===== config.mk =====
export PLATFORM = sky130hd
export DESIGN_NAME = wb_sram_ctrl_flat
export DESIGN_NICKNAME = d
export VERILOG_FILES = /design/src/rtl/wb_sram_ctrl_pkg.sv /design/src/rtl/wb_sram_ctrl_if.sv /design/src/rtl/wb_sram_ctrl_wait_counter.sv /design/src/rtl/wb_sram_ctrl.sv /design/src/flat_wrapper.sv
export SDC_FILE = /design/constraint.sdc
export NUM_CORES = 1
export LEC_CHECK = 0
export ABC_AREA = 1
export CAP_MARGIN = 25
export CELL_PAD_IN_SITES_DETAIL_PLACEMENT = 1
export CELL_PAD_IN_SITES_GLOBAL_PLACEMENT = 2
export CORE_MARGIN = 4
export CORE_UTILIZATION = 23
export CTS_CLUSTER_SIZE = 40
export DETAILED_ROUTE_END_ITERATION = 8
export GPL_TIMING_DRIVEN = 0
export MAX_ROUTING_LAYER = met4
export PLACE_DENSITY_LB_ADDON = 0.1
export REMOVE_ABC_BUFFERS = 1
export SETUP_SLACK_MARGIN = 0.1
export SLEW_MARGIN = 0
export SYNTH_ARGS = -nofsm -noshare
export SYNTH_HDL_FRONTEND = slang
export SYNTH_SLANG_ARGS = --single-unit

===== constraint.sdc =====
create_clock -name i_clk -period 2.8 [get_ports i_clk]
set_input_delay 0.56 -clock i_clk [delete_from_list [all_inputs] [get_ports i_clk]]
set_output_delay 0.56 -clock i_clk [all_outputs]
set_load 0.005 [all_outputs]

===== src/rtl/wb_sram_ctrl_pkg.sv =====
// Shared Wishbone-side definitions: FSM encoding, wait-counter width and the byte-to-word address shift.
// TURN exists only when WB_SRAM_TURNAROUND_EN is defined.
package wb_pkg;

    localparam int WAIT_CNT_WIDTH = 4;

    localparam logic [2:0] ST_IDLE  = 3'd0;
    localparam logic [2:0] ST_READ  = 3'd1;
    localparam logic [2:0] ST_WRITE = 3'd2;
    localparam logic [2:0] ST_ACK   = 3'd3;
`ifdef WB_SRAM_TURNAROUND_EN
    localparam logic [2:0] ST_TURN  = 3'd4;
`endif

    typedef enum logic [2:0] {
        IDLE  = ST_IDLE,
        READ  = ST_READ,
        WRITE = ST_WRITE,
        ACK   = ST_ACK
`ifdef WB_SRAM_TURNAROUND_EN
        , TURN = ST_TURN
`endif
    } state_t;

    // Number of byte-address bits below the SRAM word address.
    function automatic int addrLsb(input int dataWidth);
        return $clog2(dataWidth / 8);
    endfunction

endpackage


===== src/rtl/wb_sram_ctrl_if.sv =====
// Wishbone classic single-access bus between the arbiter (master) and an SRAM controller (slave).
interface wb_sram_ctrl_if #(
    parameter int ADDRESS_WIDTH = 32,
    parameter int DATA_WIDTH    = 32
);
    logic                     cycI;
    logic                     stbI;
    logic                     weI;
    logic                     ackO;
    logic [ADDRESS_WIDTH-1:0] adrI;
    logic [DATA_WIDTH-1:0]    datI;
    logic [DATA_WIDTH-1:0]    datO;

    modport master (
        output cycI, stbI, weI, adrI, datI,
        input  ackO, datO
    );

    modport slave (
        input  cycI, stbI, weI, adrI, datI,
        output ackO, datO
    );
endinterface


===== src/rtl/wb_sram_ctrl_wait_counter.sv =====
// Loadable down-counter with a zero flag; times strobe widths for external memory controllers.
module sram_wait_counter
    import wb_pkg::*;
(
    input  logic                      i_clk,
    input  logic                      i_rst_n,
    input  logic                      i_load,
    input  logic [WAIT_CNT_WIDTH-1:0] i_loadValue,
    input  logic                      i_dec,
    output logic                      o_zero
);

    logic [WAIT_CNT_WIDTH-1:0] r_count;

    // Decrement saturates at zero so a late i_dec cannot wrap the count.
    always_ff @(posedge i_clk or negedge i_rst_n) begin
        if (!i_rst_n) begin
            r_count <= '0;
        end else if (i_load) begin
            r_count <= i_loadValue;
        end else if (i_dec && (r_count != '0)) begin
            r_count <= r_count - 1'b1;
        end
    end

    assign o_zero = (r_count == '0);

endmodule


===== src/rtl/wb_sram_ctrl.sv =====
// Wishbone classic slave driving an asynchronous SRAM with programmable read/write strobe widths.
// Optional WB_SRAM_TURNAROUND_EN inserts one dead cycle after each read for bus turnaround.
module wb_sram_ctrl
    import wb_pkg::*;
#(
    parameter int ADDRESS_WIDTH   = 32,
    parameter int DATA_WIDTH      = 32,
    parameter int SRAM_ADDR_WIDTH = 18,
    parameter int READ_WAIT       = 2,
    parameter int WRITE_WAIT      = 2
) (
    input  logic                       i_clk,
    input  logic                       i_rst_n,
    wb_sram_ctrl_if.slave              io_wb,
    output logic [SRAM_ADDR_WIDTH-1:0] o_sramAddr,
    input  logic [DATA_WIDTH-1:0]      i_sramDqI,
    output logic [DATA_WIDTH-1:0]      o_sramDqO,
    output logic                       o_sramDqOe,
    output logic                       o_sramCeN,
    output logic                       o_sramOeN,
    output logic                       o_sramWeN
);

    localparam int ADDR_LSB = addrLsb(DATA_WIDTH);
    localparam logic [WAIT_CNT_WIDTH-1:0] READ_LOAD  = WAIT_CNT_WIDTH'(READ_WAIT);
    localparam logic [WAIT_CNT_WIDTH-1:0] WRITE_LOAD = WAIT_CNT_WIDTH'(WRITE_WAIT);

    state_t                      r_state;
    state_t                      w_nextState;
    logic                        r_isWrite;
    logic [SRAM_ADDR_WIDTH-1:0]  r_sramAddr;
    logic [DATA_WIDTH-1:0]       r_sramDqO;
    logic [DATA_WIDTH-1:0]       r_datO;
    logic [ADDRESS_WIDTH-1:0]    w_adr;
    logic                        w_req;
    logic                        w_load;
    logic [WAIT_CNT_WIDTH-1:0]   w_loadValue;
    logic                        w_dec;
    logic                        w_cntZero;
    logic                        w_ack;

    assign w_adr = io_wb.adrI;
    assign w_req = io_wb.cycI & io_wb.stbI;

    sram_wait_counter u_waitCounter (
        .i_clk       (i_clk),
        .i_rst_n     (i_rst_n),
        .i_load      (w_load),
        .i_loadValue (w_loadValue),
        .i_dec       (w_dec),
        .o_zero      (w_cntZero)
    );

    always_ff @(posedge i_clk or negedge i_rst_n) begin
        if (!i_rst_n) begin
            r_state <= IDLE;
        end else begin
            r_state <= w_nextState;
        end
    end

    // Strobes decode from registered state so an async reset drops them at once.
    always_comb begin
        w_nextState = r_state;
        w_load      = 1'b0;
        w_loadValue = READ_LOAD;
        w_dec       = 1'b0;
        w_ack       = 1'b0;
        o_sramCeN   = 1'b1;
        o_sramOeN   = 1'b1;
        o_sramWeN   = 1'b1;
        o_sramDqOe  = 1'b0;
        case (r_state)
            IDLE: begin
                if (w_req) begin
                    w_load      = 1'b1;
                    w_loadValue = io_wb.weI ? WRITE_LOAD : READ_LOAD;
                    w_nextState = io_wb.weI ? WRITE : READ;
                end
            end
            READ: begin
                o_sramCeN = 1'b0;
                o_sramOeN = 1'b0;
                w_dec     = 1'b1;
                if (w_cntZero) begin
                    w_nextState = ACK;
                end
            end
            WRITE: begin
                o_sramCeN  = 1'b0;
                o_sramWeN  = 1'b0;
                o_sramDqOe = 1'b1;
                w_dec      = 1'b1;
                if (w_cntZero) begin
                    w_nextState = ACK;
                end
            end
            ACK: begin
                // Writes keep CE and the pads through ACK for data hold time.
                o_sramCeN  = ~r_isWrite;
                o_sramDqOe = r_isWrite;
                w_ack      = w_req;
`ifdef WB_SRAM_TURNAROUND_EN
                w_nextState = r_isWrite ? IDLE : TURN;
`else
                w_nextState = IDLE;
`endif
            end
`ifdef WB_SRAM_TURNAROUND_EN
            TURN: begin
                w_nextState = IDLE;
            end
`endif
            default: begin
                w_nextState = IDLE;
            end
        endcase
    end

    always_ff @(posedge i_clk or negedge i_rst_n) begin
        if (!i_rst_n) begin
            r_sramAddr <= '0;
            r_sramDqO  <= '0;
            r_datO     <= '0;
            r_isWrite  <= 1'b0;
        end else begin
            if (w_load) begin
                r_sramAddr <= w_adr[ADDR_LSB +: SRAM_ADDR_WIDTH];
                r_sramDqO  <= io_wb.datI;
                r_isWrite  <= io_wb.weI;
            end
            if ((r_state == READ) && w_cntZero) begin
                r_datO <= i_sramDqI;
            end
        end
    end

    assign o_sramAddr = r_sramAddr;
    assign o_sramDqO  = r_sramDqO;
    assign io_wb.ackO = w_ack;
    assign io_wb.datO = r_datO;

endmodule

===== src/flat_wrapper.sv =====
// flat-port wrapper written by rule: the top's interface ports become plain ports
module wb_sram_ctrl_flat import wb_pkg::*;
#(
    parameter int ADDRESS_WIDTH   = 32,
    parameter int DATA_WIDTH      = 32,
    parameter int SRAM_ADDR_WIDTH = 18,
    parameter int READ_WAIT       = 2,
    parameter int WRITE_WAIT      = 2
)
  (i_clk, i_rst_n, o_sramAddr, i_sramDqI, o_sramDqO, o_sramDqOe, o_sramCeN, o_sramOeN, o_sramWeN, io_wb_cycI, io_wb_stbI, io_wb_weI, io_wb_adrI, io_wb_datI, io_wb_ackO, io_wb_datO);
  wb_sram_ctrl_if #(.ADDRESS_WIDTH(ADDRESS_WIDTH), .DATA_WIDTH(DATA_WIDTH)) io_wb_i ();
  input  logic i_clk;
  input  logic i_rst_n;
  output logic [SRAM_ADDR_WIDTH-1:0] o_sramAddr;
  input  logic [DATA_WIDTH-1:0] i_sramDqI;
  output logic [DATA_WIDTH-1:0] o_sramDqO;
  output logic o_sramDqOe;
  output logic o_sramCeN;
  output logic o_sramOeN;
  output logic o_sramWeN;
  input wire logic [$bits(io_wb_i.cycI)-1:0] io_wb_cycI;
  input wire logic [$bits(io_wb_i.stbI)-1:0] io_wb_stbI;
  input wire logic [$bits(io_wb_i.weI)-1:0] io_wb_weI;
  input wire logic [$bits(io_wb_i.adrI)-1:0] io_wb_adrI;
  input wire logic [$bits(io_wb_i.datI)-1:0] io_wb_datI;
  output wire logic [$bits(io_wb_i.ackO)-1:0] io_wb_ackO;
  output wire logic [$bits(io_wb_i.datO)-1:0] io_wb_datO;
  assign io_wb_i.cycI = io_wb_cycI;
  assign io_wb_i.stbI = io_wb_stbI;
  assign io_wb_i.weI = io_wb_weI;
  assign io_wb_i.adrI = io_wb_adrI;
  assign io_wb_i.datI = io_wb_datI;
  assign io_wb_ackO = io_wb_i.ackO;
  assign io_wb_datO = io_wb_i.datO;
  wb_sram_ctrl #(.ADDRESS_WIDTH(ADDRESS_WIDTH), .DATA_WIDTH(DATA_WIDTH), .SRAM_ADDR_WIDTH(SRAM_ADDR_WIDTH), .READ_WAIT(READ_WAIT), .WRITE_WAIT(WRITE_WAIT)) u_core (.i_clk(i_clk), .i_rst_n(i_rst_n), .io_wb(io_wb_i), .o_sramAddr(o_sramAddr), .i_sramDqI(i_sramDqI), .o_sramDqO(o_sramDqO), .o_sramDqOe(o_sramDqOe), .o_sramCeN(o_sramCeN), .o_sramOeN(o_sramOeN), .o_sramWeN(o_sramWeN));
endmodule

Yosys cells after proc, flatten, opt, wreduce, memory -nomap -nowiden
Cells that the tools add are included.
{"block": "op_classes", "shift": 0, "muxes": 14, "add_sub_neg": 1, "order_cmp": 0, "reduce_logical": 8, "n_mul": 0, "n_eq_ne": 5, "n_div": 0, "bitwise": 2}
{"operator": "$mux 4", "n": 2}
{"operator": "$eq 3x2->1 const B", "n": 2}
{"operator": "$mux 1", "n": 6}
{"operator": "$mux 3", "n": 2}
{"operator": "$pmux 3 s2", "n": 1}
{"operator": "$logic_not 4->1", "n": 1}
{"operator": "$ne 2x1->1 const B", "n": 2}
{"operator": "$pmux 1 s2", "n": 2}
{"operator": "$reduce_bool 4->1", "n": 1}
{"operator": "$sub 4x1->4 const B", "n": 1}
{"operator": "$eq 3x1->1 const B", "n": 1}
{"operator": "$logic_not 3->1", "n": 1}
{"operator": "$logic_and 1x1->1", "n": 2}
{"operator": "$mux 2", "n": 1}
{"operator": "$reduce_and 2->1", "n": 1}
{"operator": "$reduce_bool 2->1", "n": 1}
{"operator": "$reduce_or 2->1", "n": 1}
{"operator": "$and 1x1->1", "n": 1}
{"operator": "$not 1->1", "n": 1}
{"block": "totals", "reg_bits": 90, "mem_bits_ro": 0, "latchBits": 0, "mem_count": 0, "inputBits": 101, "mem_bits_rw": 0, "elab_cells": 36}

Longest topological paths before layout
Gate-level depths: netlist (run 1).
{"block": "logic_depth", "word_depth": 6, "depth_mapped": 8, "ltp_nobuf": 7}

By module
Synthesis (run 1) repeated with hierarchy kept, for this count alone.
{"block": "unflattened", "hier_cells": 439, "area_unflattened_um2": 3717.3}
{"module": "wb_sram_ctrl", "cells_per_inst": 393, "n_inst": 1, "area_each_um2": 3422.0}
{"module": "sram_wait_counter", "cells_per_inst": 46, "n_inst": 1, "area_each_um2": 295.3}

Least setup slack after synthesis (run 1)
No wires, ideal clock.
{"block": "synth_path", "path_kind": "register to output", "from": "register u_core.r_state[0]", "to": "output o_sramCeN", "arrival_ps": 978, "path_slack_ps": 1262, "path_stages_with_launch": 4, "n_path_buf": 0, "required_ps": 2240, "cell_sequence": "dfrtp_1 > inv_1 > ha_1 > o21ai_0"}
{"block": "synth_via", "elab_chain_cells": 3, "elab_cells_between_ends": 5, "classes_between": "eq/ne: 3; mux: 1; reduce/logical: 1"}
{"item": "start: declaration", "line_no": "wb_sram_ctrl.sv:28", "rtl": "state_t r_state;"}
{"item": "start signal: assignment", "line_no": "wb_sram_ctrl.sv:58", "rtl": "r_state <= w_nextState;"}
{"item": "$eq 3x2->1 / $eq 3x1->1 (equally long branches)", "line_no": "wb_sram_ctrl.sv:73", "rtl": "case (r_state)"}
{"item": "$reduce_or 2->1 (no line)"}
{"item": "$pmux 1 s2 *", "line_no": "wb_sram_ctrl.sv:73"}
{"item": "end: declaration", "line_no": "flat_wrapper.sv:18", "rtl": "output logic o_sramCeN;"}
Every way passes the cells marked *; elsewhere a longest branch is shown, timed or not.

Worst setup path after layout (run 1)
Same ends and word-level chain as after synthesis.

==> flow_summary.ini, run 1 <==
[synthesis]
synth.ff_latch_count = 89
netlist_instances = 412
dominant_cells_by_area_after_synthesis = dfrtp_1 (61%), nand2_1 (21%), o21ai_1 (4.7%)
synth_warnings = 0
yosys.area.top_type_share = 0.6115
synth_cell_types = 16
yosysTopAreaCell = dfrtp_1
yosysSeqAreaShare = 0.6115
netlist_area_sq_mm = 0.003642
syn_avg_cell_area_sq_um = 8.840

[grt]
globalRouteOverflowTotal = 0
grt_pass1_vias = 3409
grt_first_pass_wirelength_um = 18250
grt.total_usage = 0.1338
initial_antenna_violation_count = 0
grt_max_degree = 65

[die]
dieArea_sq_mm = 0.01791
pin_count = 188
floorplan.die.width_um = 133.8
start_util = 0.2370
core_area_sq_mm = 0.01537
core.rowCount = 45
chipHeight_um = 133.8

[worst_setup_path]
worstPathMaxFanout = 5
cp.depth = 4
reg_to_reg_critical_path_endpoint = u_core.o_sramDqO[6]
rr_worst_depth = 9
crit_type = reg2out
critical_path.max_stage_delay_ps = 530
critical_path_end_type = output port
cp_top_family = buffers and inverters
worst_ep_required_time_ps = 2240
critical_path_launch_point_type = register
startpoint = u_core.r_state[0]
crit-reg2reg-launch = u_core.r_state[0]
timing.critical_path.arrival_ps = 1920
crit_slowest_cell = clkdlybuf4s50_1
critPathCapture = o_sramCeN
crit_chain = inv_1 > ha_1 > o21ai_0 > clkdlybuf4s50_1
crit_buf_inv = 2
reg2reg_slack_ps = 670

[timing]
maxSlewHeadroom = 0.5407
timing.final.crit_share = 0.8870
timing.fmax_ghz = 0.4026
report.final.hold_viol_count = 0
setup_repair_after_global_routing_missed_its_margin = no
worst-slew-pin-transition_ps = 689.0
finalSetupViolCount = 0
post-route-worst-setup-slack_ps = 316.3
timing.final.max_slew_violations = 0
final.setup_skew_ps = 3.861
finalWorstPathRequiredPeriod_ps = 2484

[job]
drv_cap = 0

[pwr]
switchingPower_uw = 1983
p_clk_frac = 0.219
power.leakage_uw = 0.002893
max-vdd-ir-drop_uv = 369.7
power.switching_fraction = 0.3152
combinationalPowerShare = 0.421
sequentialPowerShare = 0.360
p_int_uw = 4307
power.density_mw_per_mm2 = 1060

[clock_network]
cts.sink_count = 89
h_tree_depth = 3
clk_transition_reported_paths_ps = 60
number_of_buffers_added_for_setup_after_cts = 0
cts_tree = yes
total_cts_buffers = 9
cts-root-buf = clkbuf_16
cts_resized = 0
cts-hold-fix-buffers = 0
cts-root-to-sink-buffers = 2
clock_latency_ps = 340

[placed_design]
dp_worst_setup_slack_ps = -14.33
detailedPlacementHpwl_um = 8013
port_buffers = 173
postPlaceCellArea_sq_mm = 0.005572
placedCellCount = 782
global_placement_routability_congestion = 0.7201

[final_layout]
antenna-diode-count = 0
mostFrequentLayoutCell = nand2_1
nets = 691
fraction_of_final_layout_cells_with_drive_strength_greater_than_1 = 0.04252
layout_common_cells = nand2_1 (201), clkdlybuf4s50_1 (172), dfrtp_1 (89)
layout-area-overhead-vs-synth_pct = 62.87
stdcell_count = 799
finished_core_util = 0.3859
finalInstanceArea_sq_mm = 0.005932

[hold_path]
hold_path.class = in2async

[routing]
final_antenna_net_count = 0
num_vias = 3164
via_per_inst = 3.960
totalWireLength_um = 11150
number_of_detailed_routing_iterations_run_before_antenna_repair = 4
wl_per_cell_um = 13.95
remaining_drc_errors = 0
initialDrtViolationCount = 79

[outcome]
outcome = completed
-- how the worst min path moves through the flow --
stage | start | endpoint | slack, ps | cells past startpoint
5_1_grt | i_rst_n | u_core.io_wb.datO[11] | 180 | 1
3_5_place_dp | u_core.o_sramDqO[19] | u_core.o_sramDqO[19] | 460 | 2
6_report | i_rst_n | u_core.io_wb.datO[11] | 160 | 1
3_3_place_gp | u_core.o_sramDqO[14] | u_core.o_sramDqO[14] | 450 | 2
4_1_cts | i_rst_n | u_core.io_wb.datO[11] | 170 | 1
2_1_floorplan | i_rst_n | u_core.io_wb.datO[0] | 260 | 0
-- power groups by stage --
stage / combinational (uW) / sequential, uW / clock, uW
after floorplan: 905 / 2310 / 0
after global placement: 2630 / 2260 / 0
after detailed placement: 2700 / 2290 / 0
after CTS: 2720 / 2280 / 1430
after global routing: 2980 / 2370 / 1500
final: 2650 / 2260 / 1380
-- synthesized netlist by cell type (all sizes together) --
cell	n
nand3	4
o21ai	39
inv	46
dfrtp	89
ha	7
nor2	6
o211ai	1
buf	16
nand2	201
nand4	1
a21oi	2
-- through the flow --
step / total power [uW] / hold slack [ps] / setup TNS, ps
6_report: 6290 / 164.9 / 0
5_1_grt: 6851 / 182.7 / 0
4_1_cts: 6432 / 172.7 / 0
3_5_place_dp: 4996 / 457.2 / -14.33
3_3_place_gp: 4897 / 453.0 / -270210
2_1_floorplan: 3219 / 264.4 / 0
-- area by class of cell --
type,count,area (sq um)
clock buffers,12,266.5
clock inverters,4,73.82
fillers,1778,9439
inverters,46,172.7
multi-input cells,261,1131
flip-flops and latches,89,2227
well taps,211,264.0
repair buffers,176,1797
-- per-layer routing --
layer  wire [um]  vias up  GRT usage
li1            -     1587          -
met1        4665     1492     0.1561
met2        5701       74     0.2198
met3         602       11    0.03638
met4         180        0    0.05314
met5           0        -          -
-- worst register-to-register path: stages, from the launching register on --
cell and delay, ps:
dfrtp_1 430, inv_1 100, ha_1 210, inv_2 70, nor2_4 410, buf_12 270, inv_2 160, buf_12 210
nand2_1 130, nand2_1 50
-- sequential cells by signal (all words and copies together), names as in the netlist --
| register | count |
|---|---|
| u_core.o_sramAddr | 18 |
| u_core.io_wb.datO | 32 |
| u_core.r_isWrite | 1 |
| u_core.r_state | 2 |
| u_core.u_waitCounter.r_count | 4 |
| u_core.o_sramDqO | 32 |
-- logic make-up (layout without fill, tap and decap cells) --
family,Yosys count,in the layout,share of synthesized area
AOI/OAI and AO/OA,42,42,0.05840
adders and majority gates,7,7,0.02405
buffers and inverters,62,238,0.07798
DFF,89,89,0.6115
and+or+nand+nor,212,212,0.2281
Power figures use the tool's default switching activity.
==> inputs of run 2 (changes only) <==
CORE_UTILIZATION = 22   (was 23)
clock period = 2.7 ns   (was 2.8 ns; I/O delays follow)
==> run 2 against run 1 <==
- clock-buffer cell count shrank 1
- sequential power grew 4%
- utilization shrank 1.6 points
==> flow_summary.ini, run 2 (synthesized netlist as in run 1, its figures left out) <==
[outcome]
outcome = completed

[pwr]
max-vdd-ir-drop_uv = 346.4
power.switching_fraction = 0.3128
power.density_mw_per_mm2 = 1104
p_int_uw = 4508
combinationalPowerShare = 0.418
p_clk_frac = 0.223
switchingPower_uw = 2052
sequentialPowerShare = 0.358
power.leakage_uw = 0.002890

[placed_design]
placedCellCount = 787
dp_worst_setup_slack_ps = -251.6
port_buffers = 173
global_placement_routability_congestion = 0.7221
detailedPlacementHpwl_um = 8264

[grt]
globalRouteOverflowTotal = 0
grt_first_pass_wirelength_um = 18380
grt_pass1_vias = 3463
grt_max_degree = 65
initial_antenna_violation_count = 0
grt.total_usage = 0.1310

[timing]
final.setup_skew_ps = 6.135
timing.final.max_slew_violations = 0
worst-slew-pin-transition_ps = 694.8
finalSetupViolCount = 0
finalWorstPathRequiredPeriod_ps = 2438
maxSlewHeadroom = 0.5368
report.final.hold_viol_count = 0
timing.final.crit_share = 0.9030
fin_tns_setup_ps = 0
post-route-worst-setup-slack_ps = 262.0
timing.fmax_ghz = 0.4102
setup_repair_after_global_routing_missed_its_margin = no

[final_layout]
multiInputGateArea_sq_mm = 0.001131
layout_common_cells = nand2_1 (201), clkdlybuf4s50_1 (172), dfrtp_1 (89)
antenna-diode-count = 0
layout-area-overhead-vs-synth_pct = 63.17
fraction_of_final_layout_cells_with_drive_strength_greater_than_1 = 0.04082
nFillCells = 1838
stdcell_count = 804
layout.area.seq_sq_mm = 0.002227
nets = 691
mostFrequentLayoutCell = nand2_1

[clock_network]
total_cts_buffers = 9
cts.sink_count = 89
h_tree_depth = 3
cts-root-to-sink-buffers = 2
cts-root-buf = clkbuf_16
cts_resized = 0
cts_tree = yes
cts-hold-fix-buffers = 0
clk_transition_reported_paths_ps = 70
number_of_buffers_added_for_setup_after_cts = 0
clock_latency_ps = 340

[worst_setup_path]
worst_ep_required_time_ps = 2160
crit_slowest_cell = clkdlybuf4s50_1
worstPathMaxFanout = 5
crit-reg2reg-launch = u_core.r_state[0]
critical_path_end_type = output port
crit_chain = inv_1 > ha_1 > o21ai_0 > clkdlybuf4s50_1
crit_type = reg2out
critical_path.max_stage_delay_ps = 530
timing.critical_path.arrival_ps = 1900
startpoint = u_core.r_state[0]
critical_path_launch_point_type = register

[routing]
final_antenna_net_count = 0
number_of_detailed_routing_iterations_run_before_antenna_repair = 4
initialDrtViolationCount = 117
remaining_drc_errors = 0
totalWireLength_um = 11450
wl_per_cell_um = 14.24
via_per_inst = 3.975
num_vias = 3196

[die]
floorplan.die.width_um = 136.7
start_util = 0.2268
core_area_sq_mm = 0.01606
dieArea_sq_mm = 0.01868
pin_count = 188
chipHeight_um = 136.7
core.rowCount = 46

[hold_path]
hold_path.class = in2async

[job]
drv_cap = 0
==> run 2: cell types whose count changed in the layout (fill, tap and decap cells not counted) <==
cell / before / now
bufinv_16: 2 / 3
clkbuf_1: 0 / 1
clkbuf_8: 3 / 1
clkinv_4: 1 / 0
clkinvlp_4: 0 / 1
==> run 2: metal layers <==
metal	global-route usage	up-vias	routed length, um
met5	-	-	0
met4	0.04815	0	208
met3	0.04228	13	746
met2	0.2144	80	5825
met1	0.1507	1525	4668
li1	-	1578	-
==> run 2: cell type report <==
class,instances,area share
tap,216,0.04547
timing repair buffer,176,0.3023
clock inverter,5,0.01726
multi-input combinational,261,0.1903
sequential,89,0.3747
inverter,46,0.02905
clock buffer,11,0.04084
==> run 2: worst paths after layout <==
check,end,cells after the start,slack (ps)
max,o_sramCeN,4,260
min,u_core.io_wb.datO[24],1,200
max reg2reg,u_core.u_waitCounter.r_count[3],9,420
min reg2reg,u_core.o_sramDqO[22],2,470
max in group asynchronous,u_core.o_sramAddr[2],2,1830
min in group i_clk,u_core.o_sramDqO[22],2,470
==> run 2: critical path: cells and delay by family, from the launching register on <==
family                     cells  cell delay (ps)
AOI/OAI and AO/OA              1              170
buffers and inverters          2              620
DFF                            1              420
adders and majority gates      1              350
==> run 2: through the flow <==
step / util / hold slack (ps) / area [sq um] / power [uW]
after floorplan: - / 244.4 / 3531 / 3339
after global placement: 0.3446 / 453.7 / 5533 / 5084
after detailed placement: 0.3474 / 462.0 / 5578 / 5185
after CTS: 0.3689 / 221.6 / 5923 / 6716
after global routing: 0.3701 / 255.0 / 5943 / 7105
final: 0.3701 / 203.7 / 5943 / 6560
==> run 2: power by group through the flow <==
stage	combinational (uW)	clock (uW)	sequential, uW
after CTS	2820	1530	2360
after detailed placement	2810	0	2380
after floorplan	938	0	2400
after global routing	3070	1580	2450
final	2740	1460	2350
after global placement	2740	0	2350
==> inputs of run 3 (changes only) <==
CTS_CLUSTER_DIAMETER = 80   (was unset)
==> results of run 3 <==
No change in the layout: final DEF, timing and power equal those of run 2.
